--- config.mk ---
export PLATFORM = sky130hd
export DESIGN_NAME = rv32i_mem_arbiter
export DESIGN_NICKNAME = d
export VERILOG_FILES = /design/src/rtl/rv32i_mem_pkg.sv /design/src/rtl/rv32i_arb_pick.sv /design/src/rtl/rv32i_mem_arbiter.sv
export SDC_FILE = /design/constraint.sdc
export NUM_CORES = 1
export LEC_CHECK = 0
export BUFFER_PORTS_ARGS = -buffer_cell sky130_fd_sc_hd__buf_2
export CAP_MARGIN = 20
export CORE_AREA = 2 2 104 106
export DETAILED_ROUTE_END_ITERATION = 8
export DIE_AREA = 0 0 106 108
export PLACE_DENSITY = 0.6
export RECOVER_POWER = 100
export SETUP_SLACK_MARGIN = 0.3
export SLEW_MARGIN = 20
export SYNTH_ARGS = -nofsm -noshare
export SYNTH_HDL_FRONTEND = slang
export SYNTH_HIERARCHICAL = 1
export SYNTH_SLANG_ARGS = --single-unit
--- constraint.sdc ---
create_clock -name clk -period 4.54 [get_ports clk]
set_input_delay 0.227 -clock clk [delete_from_list [all_inputs] [get_ports clk]]
set_output_delay 0.227 -clock clk [all_outputs]
set_load 0.03 [all_outputs]
--- src/rtl/rv32i_mem_pkg.sv ---
// rv32i_mem_pkg: shared types for the fetch/data memory arbiter.
// Holds FSM state, transaction owner and counter width.
package rv32i_mem_pkg;

    localparam int CNT_W = 4;

    typedef enum logic [1:0] {
        IDLE,
        WAIT,
        ERR
    } arb_state_t;

    typedef enum logic {
        OWN_IF,
        OWN_D
    } owner_t;

    function automatic logic is_misaligned(input logic [1:0] i_lsb);
        return i_lsb != 2'b00;
    endfunction

endpackage

--- src/rtl/rv32i_arb_pick.sv ---
// rv32i_arb_pick: combinational winner select between fetch and data.
// RV32I_ARB_ROUND_ROBIN_EN alternates the winner of contested requests.
module rv32i_arb_pick
    import rv32i_mem_pkg::*;
(
    input  logic   i_if_req,
    input  logic   i_d_req,
    input  owner_t i_last_winner,
    output logic   o_any,
    output owner_t o_winner
);

    logic w_contested;

    assign w_contested = i_if_req & i_d_req;

`ifdef RV32I_ARB_ROUND_ROBIN_EN
    always_comb begin
        o_any    = i_if_req | i_d_req;
        o_winner = i_d_req ? OWN_D : OWN_IF;
        if (w_contested)
            o_winner = (i_last_winner == OWN_D) ? OWN_IF : OWN_D;
    end
`else
    logic w_unused_last;
    assign w_unused_last = i_last_winner;

    // Fixed priority: data always beats fetch.
    always_comb begin
        o_any    = i_if_req | i_d_req;
        o_winner = OWN_IF;
        if (i_d_req || w_contested)
            o_winner = OWN_D;
    end
`endif

endmodule

--- src/rtl/rv32i_mem_arbiter.sv ---
// rv32i_mem_arbiter: one-outstanding arbiter sharing a fixed-latency memory.
// Define RV32I_ARB_ROUND_ROBIN_EN for alternating priority on contention.
module rv32i_mem_arbiter
    import rv32i_mem_pkg::*;
#(
    parameter int ADDR_W      = 32,
    parameter int DATA_W      = 32,
    parameter int MEM_LATENCY = 2
) (
    input  logic              clk,
    input  logic              rst,
    input  logic              if_req,
    input  logic [ADDR_W-1:0] if_addr,
    output logic              if_gnt,
    output logic              if_rvalid,
    output logic [DATA_W-1:0] if_rdata,
    output logic              if_stall,
    input  logic              d_req,
    input  logic              d_we,
    input  logic [ADDR_W-1:0] d_addr,
    input  logic [DATA_W-1:0] d_wdata,
    output logic              d_gnt,
    output logic              d_rvalid,
    output logic [DATA_W-1:0] d_rdata,
    output logic              d_err,
    output logic              mem_req,
    output logic              mem_we,
    output logic [ADDR_W-1:0] mem_addr,
    output logic [DATA_W-1:0] mem_wdata,
    input  logic [DATA_W-1:0] mem_rdata
);

    localparam logic [CNT_W-1:0] LAT = CNT_W'(MEM_LATENCY);

    arb_state_t       r_state;
    arb_state_t       w_next;
    logic [CNT_W-1:0] r_cnt;
    owner_t           r_owner;
    logic             r_we;
    owner_t           w_last;
    owner_t           w_win;
    logic             w_any;
    logic             w_mis;
    logic             w_done;

    assign w_mis  = is_misaligned(d_addr[1:0]);
    assign w_done = (r_state == WAIT) && (r_cnt == LAT);

    rv32i_arb_pick u_pick (
        .i_if_req      (if_req),
        .i_d_req       (d_req),
        .i_last_winner (w_last),
        .o_any         (w_any),
        .o_winner      (w_win)
    );

`ifdef RV32I_ARB_ROUND_ROBIN_EN
    owner_t r_last;

    always_ff @(posedge clk) begin
        if (rst)
            r_last <= OWN_D;
        else if (r_state == IDLE && if_req && d_req)
            r_last <= w_win;
    end

    assign w_last = r_last;
`else
    assign w_last = OWN_D;
`endif

    always_ff @(posedge clk) begin
        if (rst) begin
            r_state <= IDLE;
            r_cnt   <= '0;
            r_owner <= OWN_IF;
            r_we    <= 1'b0;
        end else begin
            r_state <= w_next;
            if (r_state == IDLE && w_any) begin
                r_owner <= w_win;
                r_we    <= (w_win == OWN_D) && d_we;
                r_cnt   <= CNT_W'(1);
            end else if (r_state == WAIT && !w_done) begin
                r_cnt <= r_cnt + CNT_W'(1);
            end
        end
    end

    always_comb begin
        w_next    = r_state;
        if_gnt    = 1'b0;
        if_rvalid = 1'b0;
        if_rdata  = '0;
        if_stall  = 1'b0;
        d_gnt     = 1'b0;
        d_rvalid  = 1'b0;
        d_rdata   = '0;
        d_err     = 1'b0;
        mem_req   = 1'b0;
        mem_we    = 1'b0;
        mem_addr  = '0;
        mem_wdata = '0;
        if (!rst) begin
            unique case (r_state)
                IDLE: begin
                    if (w_any && w_win == OWN_D) begin
                        d_gnt = 1'b1;
                        if (w_mis) begin
                            w_next = ERR;
                        end else begin
                            w_next    = WAIT;
                            mem_req   = 1'b1;
                            mem_we    = d_we;
                            mem_addr  = d_addr;
                            mem_wdata = d_wdata;
                        end
                    end else if (w_any) begin
                        w_next   = WAIT;
                        if_gnt   = 1'b1;
                        mem_req  = 1'b1;
                        mem_addr = if_addr;
                    end
                end
                WAIT: begin
                    if (w_done) begin
                        w_next = IDLE;
                        if (r_owner == OWN_D) begin
                            d_rvalid = 1'b1;
                            d_rdata  = r_we ? '0 : mem_rdata;
                        end else begin
                            if_rvalid = 1'b1;
                            if_rdata  = mem_rdata;
                        end
                    end
                end
                ERR: begin
                    w_next   = IDLE;
                    d_rvalid = 1'b1;
                    d_err    = 1'b1;
                end
                default: w_next = IDLE;
            endcase
            // Fetch stalls while waiting to be granted or while its access is in flight.
            if_stall = (if_req || (r_state == WAIT && r_owner == OWN_IF))
                       && !if_rvalid;
        end
    end

endmodule

# After elaboration in Yosys (flattened, before gate mapping)
# Cells that the tools add are included.
# totals
reg_bits	8
mem_bits_rw	0
mem_bits_ro	0
mem_count	0
latchBits	0
# op_classes
order_cmp	0
bitwise_logic	3
n_shift	0
n_reduce_logical	16
addsub	1
eq_ne	5
n_mul	0
n_mux	53
n_div	0
# ops
op	count
32-bit two-way mux	18
1-bit two-way mux	29
2-bit two-way mux	4
1-bit logical AND	7
4-bit by 1-bit adder with 4-bit output (second input constant)	1
4-bit by 2-bit == test with 1-bit output (second input constant)	1
2-bit one-hot mux with 2 select lines	1
2-bit nonzero test	2
3-bit by 2-bit inequality test with 1-bit output (second input constant)	1
2-bit by 1-bit == test with 1-bit output (second input constant)	1
2-bit == test (second input constant)	1
1-bit logical NOT	2
2-bit logical NOT	1
1-bit logical OR	2
2-bit inequality test (second input constant)	1
1-bit one-hot mux with 2 select lines	1
2-bit AND reduction	1
2-bit OR reduction	1
1-bit bitwise AND	1
1-bit inverter	1
1-bit OR	1

# Logic depth before layout (Yosys ltp)
# logic_depth
ltp_word	8
ltp_mapped	7
depth_no_buf	5

# Cells and area by module
# The synthesis kept the hierarchy.
# by_module_without_submodules
mod	area_per_inst_um2	n_inst	cells_each
rv32i_mem_arbiter	1581.5	1	244
rv32i_arb_pick	10.0	1	2

# Least setup slack after synthesis
# No wires, ideal clock.
# synth_timing
path_kind	flip-flop to output port
startpoint	reg r_state[0]
endpoint	out mem_addr[0]
slack_ps	2488
arrival_time_ps	1825
path_stages_with_launch	6
path_buffers	0
cell_sequence	dfxtp_1 inv_1 ha_1 nand2_1 nor3_1 and2_1
# synth_via
elab_chain_len	3
# synth_lines
item	line_no	source
start: declaration	rv32i_mem_arbiter.sv:35	arb_state_t r_state;
start signal: assignment	rv32i_mem_arbiter.sv:79	r_state <= w_next;
2-bit logical NOT	rv32i_mem_arbiter.sv:105	unique case (r_state)
32-bit two-way mux	rv32i_mem_arbiter.sv:105	
32-bit two-way mux	rv32i_mem_arbiter.sv:104	if (!rst) begin
end: declaration	rv32i_mem_arbiter.sv:28	output logic [ADDR_W-1:0] mem_addr,
# No other way between the ends.

# Final worst setup path
# layout_timing
startpoint	in d_req
endpoint	out mem_addr[17]
# layout_via
elab_cells_between_ends	9
# layout_lines
item	line_no	source
start: declaration	rv32i_mem_arbiter.sv:18	input logic d_req,
1-bit OR (*)	rv32i_arb_pick.sv:30	o_any = i_if_req | i_d_req;
via w_any	rv32i_mem_arbiter.sv:42	logic w_any;
32-bit two-way mux or 1-bit logical AND (tied branches)	rv32i_mem_arbiter.sv:118, rv32i_mem_arbiter.sv:107	
32-bit two-way mux (*)	rv32i_mem_arbiter.sv:107	if (w_any && w_win == OWN_D) begin
32-bit two-way mux (*)	rv32i_mem_arbiter.sv:105	
32-bit two-way mux (*)	rv32i_mem_arbiter.sv:104	
# The timed path passes the listed nets; every way through them passes the cells marked *.

==> metrics <==
endpoint class of the critical path primary output; clk_lat worst skew 0.23 ns; final worst path period share 76.09%; largest net degree at the start of global routing 37; max-slew violation count 37; antenna fix cells 0; gr ovfl total 0; IO Count 269; via count 2633; DRT antenna net count 0; Post-Route WL around 7.6 mm; Worst Tran Pin Value 1.581 ns; RSZ-0062 raised after global routing false; Clock Sinks 8; met2 routed WL between 3 and 4 mm; Post-CTS Hold Fix Bufs 0; port bufs 268; Filler Cell Count about 1200; Crit Path Max Fanout 36; Final Hold Viols 0; Root Buffer clkbuf_8; Tmin final 3.454 ns; uppermost layer routed met4; GR Util All Layers 11.45%; fin nets ~630; syn_nets 383; Hold Path Class in -> reg; Reg-to-Reg Start r_state[0]$_SDFFE_PP0P_; total core area 0.01023 sq mm; Metal-1 WL 2.912 mm; Initial Util 15.52%; CP startpoint d_req; Post-route DRC 0; P&R area growth vs syn 81.56%; first-pass GRT wire length 10.86 mm; vias in the first global route around 2400; CP startpoint kind primary input; # rows 37; Pre-antenna DRT Iters 4; H-tree Lvls 1; commonest non-fill, non-tap cells in the layout 165 x buf_2, 103 x clkbuf_1, 76 x and2_1; Critical Path RT around 4.3 ns; Cells after Synth around 250; Leak roughly 0.0014 uW; Peak VDD IR 70.97 uV; hold_sp d_we; # resized after CTS 0; Final GP Congestion approximately 0.76; Syn Area/Cell 6.481 sq um; die span in x 106 um; WL met3 ~660 um; clock slew seen by the registers of the worst setup and hold paths 0.04 ns; commonest non-fill, non-tap cell in the layout buf_2; failing checks max-capacitance violations, max-slew violations; die height 108 um; relative slew slack -5.386%; Die ar. 0.01145 sq mm; Worst Setup Path Type in -> out; PwrDens 145.5 mW/mm^2; skew final 0.003561 ns; Avg WL per Cell 12.03 um; DRT iter0 DRCs 155; Arr. time, crit path 3.23 ns; hpwl dp around 6.5 mm; TritonCTS Buffers 3; CTS tree done; MaxCap Viol Count 1; antenna violations before repair 0; setup TNS 0 ns; ratio of cells with drive above 1 in the final layout 35.02%; DR vias/cell 4.179; setup bufs post-CTS 0; clock buffer depth 2; outcome finished with violations; Final setup violation count 0; Warnings, synthesis 6; Max Clk Rate slightly below 300 MHz; final std cells w/o fill 630; final core utilization 28.18%; Synth Cell Area 0.001588 sq mm; dpl cells 626
-- critical path, cell delays in order --
cell      delay [ns]
clkbuf_1        1.11
or2_1           0.33
nand2_1         0.20
or3_2           0.80
nor2_1          0.21
clkbuf_1        0.32
-- registers in the layout, summed over array words and instances, names as in the netlist --
register / flops
r_we: 1
r_cnt: 4
r_state: 2
r_owner: 1
-- area by class of cell --
cell class | instances | area (sq um) | area share, %
multi-input cells | 207 | 1257 | 43.62
repair buffers | 270 | 1231 | 42.71
well taps | 136 | 170.2 | 5.903
flip-flops and latches | 8 | 160.2 | 5.556
clock buffers | 3 | 41.29 | 1.432
inverters | 6 | 22.52 | 0.7813
-- report_power, final --
group / internal, uW / switching, uW / leakage [uW]
combinational: 90.8 / 161 / 0.00134
clock: 57.5 / 28.6 / 0.0000216
sequential: 76.8 / 4.72 / 0.0000655
-- through the flow --
stage               hold slack (ns)  area (sq um)  total power (uW)  setup WS [ns]
floorplan                    0.3529          1588             238.8          2.488
global placement             0.4583          2983             340.5          1.824
detailed placement           0.4612          2983             344.7          1.745
CTS                          0.2228          3024             433.2          1.613
global route                 0.2674          2883             445.8         0.8154
finish                       0.2219          2883             419.5          1.086
-- worst paths after layout --
check,depth (start not counted),to,slack (ns)
hold reg to reg,2,r_we$_SDFFE_PP0P_,0.48
setup reg to reg,5,r_state[0]$_SDFFE_PP0P_,2.67
setup / recovery,6,mem_addr[17],1.09
hold / removal,3,r_we$_SDFFE_PP0P_,0.22
-- routing by layer --
metal / GRT usage, % / vias up
li1: - / 1309
met1: 12.57 / 1145
met2: 23.87 / 173
met3: 0.7836 / 6
met4: 2.256 / 0
met5: 0 / -
(Power assumes the default switching activity.)
